===== src/rtl/accum_window_pkg.sv =====
// Shared types and helpers for the windowed accumulator stage.
package accum_window_pkg;

  typedef enum logic {
    ACCUM = 1'b0,
    HOLD  = 1'b1
  } state_t;

  // Bits needed to count 0..value-1; never less than one bit.
  function automatic int clog2(input int value);
    int r;
    r = 0;
    for (int i = 0; i < 31; i++) begin
      if ((1 << i) < value) r = i + 1;
    end
    return (r < 1) ? 1 : r;
  endfunction

  localparam int WINDOW_DEF = 4;
  localparam int CNT_W      = clog2(WINDOW_DEF);

endpackage


===== src/rtl/acc_add_sat.sv =====
// Combinational ACC_W-bit adder with carry-out and optional clamp to all-ones.
module acc_add_sat #(
  parameter int ACC_W = 8
) (
  input  logic [ACC_W-1:0] a,
  input  logic [ACC_W-1:0] b,
  input  logic             sat,
  output logic [ACC_W-1:0] sum,
  output logic             carry
);

  logic [ACC_W:0] full;

  assign full  = {1'b0, a} + {1'b0, b};
  assign carry = full[ACC_W];
  // A clamped accumulator re-carries on any nonzero add, so it stays pinned.
  assign sum   = (sat && carry) ? '1 : full[ACC_W-1:0];

endmodule


===== src/rtl/accum_window_stage.sv =====
// Sums WINDOW accepted samples and presents the total through a registered
// valid/ready handshake; o_A toggles once per completed window.
module accum_window_stage
  import accum_window_pkg::*;
#(
  parameter int DATA_W   = 8,
  parameter int ACC_W    = 8,
  parameter int WINDOW   = WINDOW_DEF,
  parameter int SATURATE = 0
) (
  input  logic              i_clk,
  input  logic              i_rst_n,
  input  logic [DATA_W-1:0] i_data,
  input  logic              i_valid,
  output logic              o_ready,
  output logic [ACC_W-1:0]  o_data,
  output logic              o_valid,
  input  logic              i_ready,
  output logic              o_ovf,
  output logic              o_A
);

  localparam int                  CNT_WIDTH = clog2(WINDOW);
  localparam logic [CNT_WIDTH-1:0] LAST_CNT = CNT_WIDTH'(WINDOW - 1);

  state_t               state;
  logic [ACC_W-1:0]     acc;
  logic [CNT_WIDTH-1:0] cnt;
  logic                 ovf_acc;
  logic                 accept;
  logic [ACC_W-1:0]     add_sum;
  logic                 add_carry;

  assign accept = i_valid & o_ready;

  acc_add_sat #(
    .ACC_W(ACC_W)
  ) u_add (
    .a    (acc),
    .b    (ACC_W'(i_data)),
    .sat  (SATURATE != 0),
    .sum  (add_sum),
    .carry(add_carry)
  );

  // NOTE: all state updates use non-blocking assignments so every register
  // samples pre-edge values; later assignments in the block override earlier.
  always_ff @(posedge i_clk) begin
    if (!i_rst_n) begin
      state   <= ACCUM;
      acc     <= '0;
      cnt     <= '0;
      ovf_acc <= 1'b0;
      o_data  <= '0;
      o_valid <= 1'b0;
      o_ovf   <= 1'b0;
      o_A     <= 1'b0;
      o_ready <= 1'b0;
    end else begin
      case (state)
        ACCUM: begin
          o_ready <= 1'b1;
          if (accept) begin
            if (cnt == LAST_CNT) begin
              o_data  <= add_sum;
              o_ovf   <= ovf_acc | add_carry;
              o_valid <= 1'b1;
              o_A     <= ~o_A;
              acc     <= '0;
              cnt     <= '0;
              ovf_acc <= 1'b0;
              o_ready <= 1'b0;
              state   <= HOLD;
            end else begin
              acc     <= add_sum;
              cnt     <= cnt + CNT_WIDTH'(1);
              ovf_acc <= ovf_acc | add_carry;
            end
          end
        end
        HOLD: begin
          // Output is frozen until downstream takes it; inputs are refused.
          if (o_valid && i_ready) begin
            o_valid <= 1'b0;
            o_ready <= 1'b1;
            state   <= ACCUM;
          end
        end
        default: state <= ACCUM;
      endcase
    end
  end

endmodule


===== config.mk =====
export PLATFORM = sky130hd
export DESIGN_NAME = accum_window_stage
export DESIGN_NICKNAME = d
export VERILOG_FILES = /design/src/rtl/accum_window_pkg.sv /design/src/rtl/acc_add_sat.sv /design/src/rtl/accum_window_stage.sv
export SDC_FILE = /design/constraint.sdc
export NUM_CORES = 1
export LEC_CHECK = 0
export CORE_MARGIN = 2
export CORE_UTILIZATION = 45
export DETAILED_ROUTE_END_ITERATION = 10
export DONT_BUFFER_PORTS = 1
export HOLD_SLACK_MARGIN = 0.05
export PLACE_DENSITY_LB_ADDON = 0.1
export SETUP_SLACK_MARGIN = 0.4
export SYNTH_ARGS = -nofsm -noshare
export SYNTH_HDL_FRONTEND = slang
export SYNTH_HIERARCHICAL = 1
export SYNTH_SLANG_ARGS = --single-unit

===== constraint.sdc =====
create_clock -name i_clk -period 2.2 [get_ports i_clk]
set_input_delay 0.44 -clock i_clk [delete_from_list [all_inputs] [get_ports i_clk]]
set_output_delay 0.44 -clock i_clk [all_outputs]
set_load 0.02 [all_outputs]

==> impl_metrics.py, run 1 <==
metrics = {
    "floorplan": {
        "die_width_um": 60.8,
        "die_h_um": 60.8,
        "core_area_sq_um": 3050,
        "io_pins": 24,
        "initial_core_util": 0.475,
        "rows": 20,
        "die-area_sq_um": 3690,
    },
    "synthesis": {
        "synth_edf_count": 0,
        "synth_top_family_by_area": "simple AND/OR/NAND/NOR gates",
        "yosys_register_bits": 24,
        "yosysWarningCount": 6,
        "synth_fa_ha_area_frac": 0.100,
        "synth_top_cell_area_share": 0.331,
        "syn-num-nets": 181,
        "muxShareOfSynthArea": 0.145,
        "yosys.area.top_type": "dfxtp_1",
        "ys_seq_area_frac": 0.331,
        "synthXorXnorAreaFrac": 0.0181,
        "synthesis.area_sq_um": 1450,
        "postSynthAreaPerCell_sq_um": 9.18,
        "synth_compound_area_frac": 0.143,
        "syn-instance-count": 158,
        "synthSimpleGateAreaFrac": 0.206,
        "synth_cell_types": 39,
        "ys.flop_type": "dfxtp_1",
        "synthArstFlopShare": 0,
        "synth.top_cells.by_area": "dfxtp_1 33%, mux2i_1 14%, ha_1 8.6%",
    },
    "placement": {
        "portBuffers": 0,
        "gp_congestion": 0.768,
        "placed_area_sq_um": 1490,
        "dpl.cell_count": 196,
        "hpwlAfterDp_um": 2090,
    },
    "clock_tree": {
        "root_buffer": "clkbuf_4",
        "cts_tree": "done",
        "cts.sink_count": 24,
        "cts_buffer_depth": 2,
        "clkSlewWorstSetupHoldPaths_ns": 0.15,
        "postCtsHoldBufs": 0,
        "htree_levels": 1,
        "numCtsBuffers": 3,
        "insertion_delay_ns": 0.32,
    },
    "sta": {
        "setup_tns_ns": 0,
        "rsz0062_at_grt": "yes",
        "final_max_slew_viol_count": 0,
        "fin_crit_sh": 0.849,
        "finalHoldViolCount": 0,
        "finalClockSkew_ns": 0.0115,
        "fmax_mhz": 536,
        "finalSetupViolations": 0,
        "finalCriticalPeriod_ns": 1.87,
    },
    "worst_setup_path": {
        "required_ns": 2.42,
        "timing.critical_path.cells": "ha_4 > fa_2 > a21o_1 > a221oi_4 > xor2_1 > o21ai_1 > nand3b_1 > mux2i_1",
        "crit_path_end_kind": "flip-flop",
        "slowest_stage": "dfxtp_2",
        "cp.arrival_ns": 2.09,
        "critical_path_depth": 8,
        "critical_path_class": "flip-flop to flip-flop",
        "critPathBufInv": 0,
        "path_max_fanout": 2,
        "cp_slowest_stage_delay_ns": 0.36,
        "critical_path.top_delay_family": "compound AO/OA/AOI/OAI gates",
        "critPathLaunchType": "flip-flop",
        "r2r_cells": 8,
    },
    "hold_path": {
        "holdCritPathClass": "primary input to flip-flop",
        "hold_depth": 1,
    },
    "final_layout": {
        "nets": 183,
        "antennaDiodeCount": 0,
        "final_layout_size_suffix_gt1_frac": 0.189,
        "most-common-layout-cells": "33 x nand2_1, 21 x mux2i_1, 20 x dfxtp_1",
        "synthToLayoutAreaGrowth_pct": 11.7,
        "layout_commonest_cell": "nand2_1",
        "fin_area_sq_um": 1620,
        "final_cell_count_no_fill": 203,
    },
    "global_routing": {
        "grt_pass1_wl_um": 5000,
        "grt_antenna_before_repair": 0,
        "track_usage": 0.178,
        "grt_start_max_net_pins": 44,
        "grt_pass1_vias": 1108,
        "grt_overflow": 0,
    },
    "status": {
        "status": "finished clean",
    },
    "drt": {
        "ant_nets": 0,
        "finalWirelength_um": 2960,
        "via_per_inst": 5.43,
        "first_iter_violations": 30,
        "first_pass_iters": 4,
        "remaining_drc_errors": 0,
        "via_count": 1103,
        "wire_per_inst_um": 14.6,
    },
    "pwr": {
        "finalPower_mw": 0.970,
        "p_leak_nw": 0.612,
        "cellPowerDensity_nw_per_um2": 598,
        "peakVddDrop_uv": 314,
    },
    "flow_run": {
        "cap_violations": 0,
    },
}
==> worst paths after layout <==
path            from      end  slack [ns]
max           acc[0]   acc[6]        0.33
min          i_rst_n  o_valid        0.24
max reg2reg   acc[0]   acc[6]        0.33
min reg2reg   acc[7]   acc[7]        0.48
==> state kept, by name (all words and copies together), names as in the netlist <==
register	flops
acc	8
o_data	8
cnt	2
o_A	1
o_ovf	1
o_ready	1
o_valid	1
ovf_acc	1
state	1
==> per-layer routing <==
| layer | GRT usage | vias up | routed length (um) |
|---|---|---|---|
| met3 | 0.0448 | 2 | 148 |
| met2 | 0.281 | 18 | 1360 |
| met4 | 0.0466 | 0 | 19 |
| met5 | 0 | - | 0 |
| met1 | 0.244 | 526 | 1430 |
| li1 | - | 557 | - |
==> cell usage after synthesis, drive strengths merged (2+ instances only) <==
cell	n
a211oi	2
a21boi	4
a21o	3
a21oi	4
and4b	2
buf	6
dfxtp	24
ha	10
inv	6
mux2i	21
nand2	33
nand2b	3
nand3b	8
nor2b	2
nor3	2
o2111ai	2
o21a	3
o21ai	5
o21bai	2
xor2	2
==> cell type report <==
type                            count  area, sq um
Sequential cell                    24          485
Multi-Input combinational cell    121          991
Tap cell                           44         55.1
Timing Repair Buffer                4         30.0
Inverter                            6         22.5
Fill cell                         323         1430
Clock buffer                        4         36.3
==> through the flow <==
stage	hold WS [ns]	setup WS [ns]	utilization
2_1_floorplan	0.434	0.247	-
3_3_place_gp	0.446	0.216	0.488
3_5_place_dp	0.459	0.178	0.488
4_1_cts	0.230	0.302	0.507
5_1_grt	0.218	0.242	0.531
6_report	0.242	0.333	0.531
==> timing repair <==
action,4_1_cts,5_1_grt
setup buffers,0,3
resized for setup,6,9
setup endpoints to repair,10,10
pin swaps,7,9
==> report_power, final <==
part           switching [mW]  internal [mW]
Clock                   0.141          0.101
Combinational           0.130          0.124
Sequential             0.0186          0.455
Total                   0.290          0.680
==> cell families after synthesis <==
| logic type | count (synthesis) |
|---|---|
| simple gates | 57 |
| compound gates | 28 |
| flops | 24 |
| mux | 21 |
| buf+inv | 13 |
| fa+ha+maj | 11 |
| xor+xnor | 3 |
| other cells | 1 |
(Power assumes the default switching activity.)
==> inputs of run 2 (changes only) <==
--- a/config.mk
+++ b/config.mk
@@ -5,6 +5,7 @@
 export SDC_FILE = /design/constraint.sdc
 export NUM_CORES = 1
 export LEC_CHECK = 0
+export ABC_AREA = 1
 export CORE_MARGIN = 2
 export CORE_UTILIZATION = 45
 export DETAILED_ROUTE_END_ITERATION = 10
==> constraint.sdc (replaced) <==
create_clock -name i_clk -period 1.72 [get_ports i_clk]
set_input_delay 0.344 -clock i_clk [delete_from_list [all_inputs] [get_ports i_clk]]
set_output_delay 0.344 -clock i_clk [all_outputs]
set_load 0.02 [all_outputs]
==> run 2 against run 1 <==
Flip-flop and latch count unchanged; final cell count up 26%; highest routed layer unchanged; global-route usage is 0.86 points lower.
==> impl_metrics.py, run 2 <==
metrics = {
    "worst_setup_path": {
        "cpMostUsedCell": "nand2_1",
        "critical_path_class": "flip-flop to flip-flop",
        "path_max_fanout": 3,
        "r2r_cells": 12,
        "slowest_stage": "dfxtp_2",
        "critPathBufInv": 1,
        "timing.critical_path.cells": "ha_4 > fa_2 > nand2_2 > nand2_2 > nand3b_1 > nand2_1 > nand2_1 > nand3_2 > inv_2 > nand2_1 > o21ai_1 > nor2_1",
        "cp_slowest_stage_delay_ns": 0.35,
        "required_ns": 1.94,
        "critPathLaunchType": "flip-flop",
        "reg2reg_to": "acc[6]",
        "critical_path.top_delay_family": "simple AND/OR/NAND/NOR gates",
        "cp.arrival_ns": 1.83,
        "timing.rr.start": "acc[0]",
        "r2r_slack_ns": 0.11,
        "crit_path_end_kind": "flip-flop",
    },
    "clock_tree": {
        "numCtsBuffers": 3,
        "cts_tree": "done",
        "cts_buffer_depth": 2,
        "insertion_delay_ns": 0.31,
        "cts.sink_count": 24,
        "root_buffer": "clkbuf_4",
        "clkSlewWorstSetupHoldPaths_ns": 0.12,
        "htree_levels": 1,
        "postCtsHoldBufs": 0,
    },
    "sta": {
        "finalHoldViolCount": 0,
        "setup_tns_ns": 0,
        "timing.final.ws_setup_ns": 0.114,
        "fmax_mhz": 623,
        "rsz0062_at_grt": "yes",
        "finalClockSkew_ns": 0.00250,
        "finalSetupViolations": 0,
        "finalCriticalPeriod_ns": 1.61,
        "final_max_slew_viol_count": 0,
        "holdWs_ns": 0.130,
        "fin_crit_sh": 0.934,
    },
    "synthesis": {
        "synth_common_cells": "53 x nand2_1, 41 x nor2_1, 24 x dfxtp_1, 24 x inv_1, 15 x nand3_1",
        "ys.flop_type": "dfxtp_1",
        "yosysWarningCount": 6,
        "synth.top_cells.by_area": "dfxtp_1 34%, nand2_1 14%, nor2_1 11%",
        "synth.most_common_cell": "nand2_1",
        "synthesis.area_sq_um": 1430,
        "synth_top_cell_area_share": 0.336,
        "synth_edf_count": 0,
        "ys_seq_area_frac": 0.336,
        "syn-instance-count": 209,
        "syn-num-nets": 232,
        "yosys_register_bits": 24,
        "synth_cell_types": 26,
        "yosys.area.top_type": "dfxtp_1",
        "synthArstFlopShare": 0,
        "postSynthAreaPerCell_sq_um": 6.85,
    },
    "floorplan": {
        "die-area_sq_um": 3650,
        "die_width_um": 60.4,
        "initial_core_util": 0.473,
        "core_area_sq_um": 3030,
        "rows": 20,
        "die_h_um": 60.4,
        "io_pins": 24,
    },
    "global_routing": {
        "grt_pass1_wl_um": 4710,
        "track_usage": 0.170,
        "grt_pass1_vias": 1156,
        "grt_start_max_net_pins": 31,
        "grt_overflow": 0,
        "grt_antenna_before_repair": 0,
    },
    "final_layout": {
        "utilization": 0.550,
        "antennaDiodeCount": 0,
        "fill_cells": 310,
        "layout_commonest_cell": "nand2_1",
        "synthToLayoutAreaGrowth_pct": 16.3,
        "final_layout_size_suffix_gt1_frac": 0.255,
        "final_cell_count_no_fill": 256,
        "nets": 236,
        "reg_top3": "acc: 8 flops, o_data: 8 flops, cnt: 2 flops",
        "fin_area_sq_um": 1660,
        "most-common-layout-cells": "47 x nand2_1, 40 x nor2_1, 19 x dfxtp_1",
    },
    "hold_path": {
        "hold_path.startpoint": "i_rst_n",
        "holdCritPathClass": "primary input to flip-flop",
        "whs_endpoint": "o_data[6]",
        "hold_depth": 2,
    },
    "drt": {
        "via_per_inst": 4.82,
        "first_pass_iters": 5,
        "wire_per_inst_um": 10.5,
        "first_iter_violations": 60,
        "via_count": 1233,
        "remaining_drc_errors": 0,
        "ant_nets": 0,
        "finalWirelength_um": 2700,
    },
    "placement": {
        "hpwlAfterDp_um": 2200,
        "placed_area_sq_um": 1570,
        "portBuffers": 0,
        "gp_congestion": 0.809,
        "dpl.cell_count": 249,
        "pre_cts_ws_ns": 0.0457,
    },
    "flow_run": {
        "cap_violations": 0,
    },
    "pwr": {
        "p_leak_nw": 0.762,
        "finalPower_mw": 1.22,
        "cellPowerDensity_nw_per_um2": 733,
        "peakVddDrop_uv": 359,
    },
    "status": {
        "status": "finished clean",
    },
}
-- run 2: worst register-to-register path, cell delays in order (launching register included) --
cell      delay, ns
dfxtp_2        0.35
ha_4           0.16
fa_2           0.35
nand2_2        0.09
nand2_2        0.07
nand3b_1       0.10
nand2_1        0.06
nand2_1        0.06
nand3_2        0.06
inv_2          0.06
nand2_1        0.04
o21ai_1        0.07
nor2_1         0.05
-- run 2: final cells by class --
cell class | count | area [sq um] | area share
Multi-Input combinational cell | 154 | 940 | 0.565
Tap cell | 44 | 55.1 | 0.0331
Clock buffer | 4 | 36.3 | 0.0218
Timing Repair Buffer | 5 | 50.0 | 0.0301
Inverter | 25 | 93.8 | 0.0564
Sequential cell | 24 | 489 | 0.294
-- run 2: report_power, final --
group          internal, mW  switching (mW)
Clock                 0.129           0.161
Sequential            0.580          0.0285
Combinational         0.144           0.176
Total                 0.854           0.366
-- run 2: per-layer routing --
layer  track usage  part of all wire  vias up
met4        0.0413            0.0044        0
met2         0.307              0.51       18
li1              -                 -      652
met1         0.197              0.45      561
met5             0                 0        -
met3        0.0469             0.035        2
-- run 2: what timing repair did --
item / CTS / global route
buffers inserted: 1 / 2
cloned: 0 / 0
pin swaps: 13 / 9
resized for setup: 7 / 10
endpoints found under the setup margin: 16 / 21
-- run 2: logic make-up after synthesis --
kind of cell	after synthesis	share of synthesized area
other	1	0.00262
adders and majority gates	11	0.101
AOI/OAI and AO/OA	17	0.0621
and+or+nand+nor	123	0.388
xor gates and xnor gates	2	0.0122
DFF	24	0.336
buffers and inverters	31	0.0979
-- run 2: how the worst max path moves through the flow --
stage	end	cells past startpoint	slack [ns]	start
after floorplan	o_data[4]	11	0.16	i_data[0]
after global placement	acc[4]	11	0.09	i_data[0]
after detailed placement	acc[4]	11	0.05	i_data[0]
after CTS	acc[6]	12	0.11	acc[0]
after global routing	acc[6]	12	-0.02	acc[0]
final	acc[6]	12	0.11	acc[0]
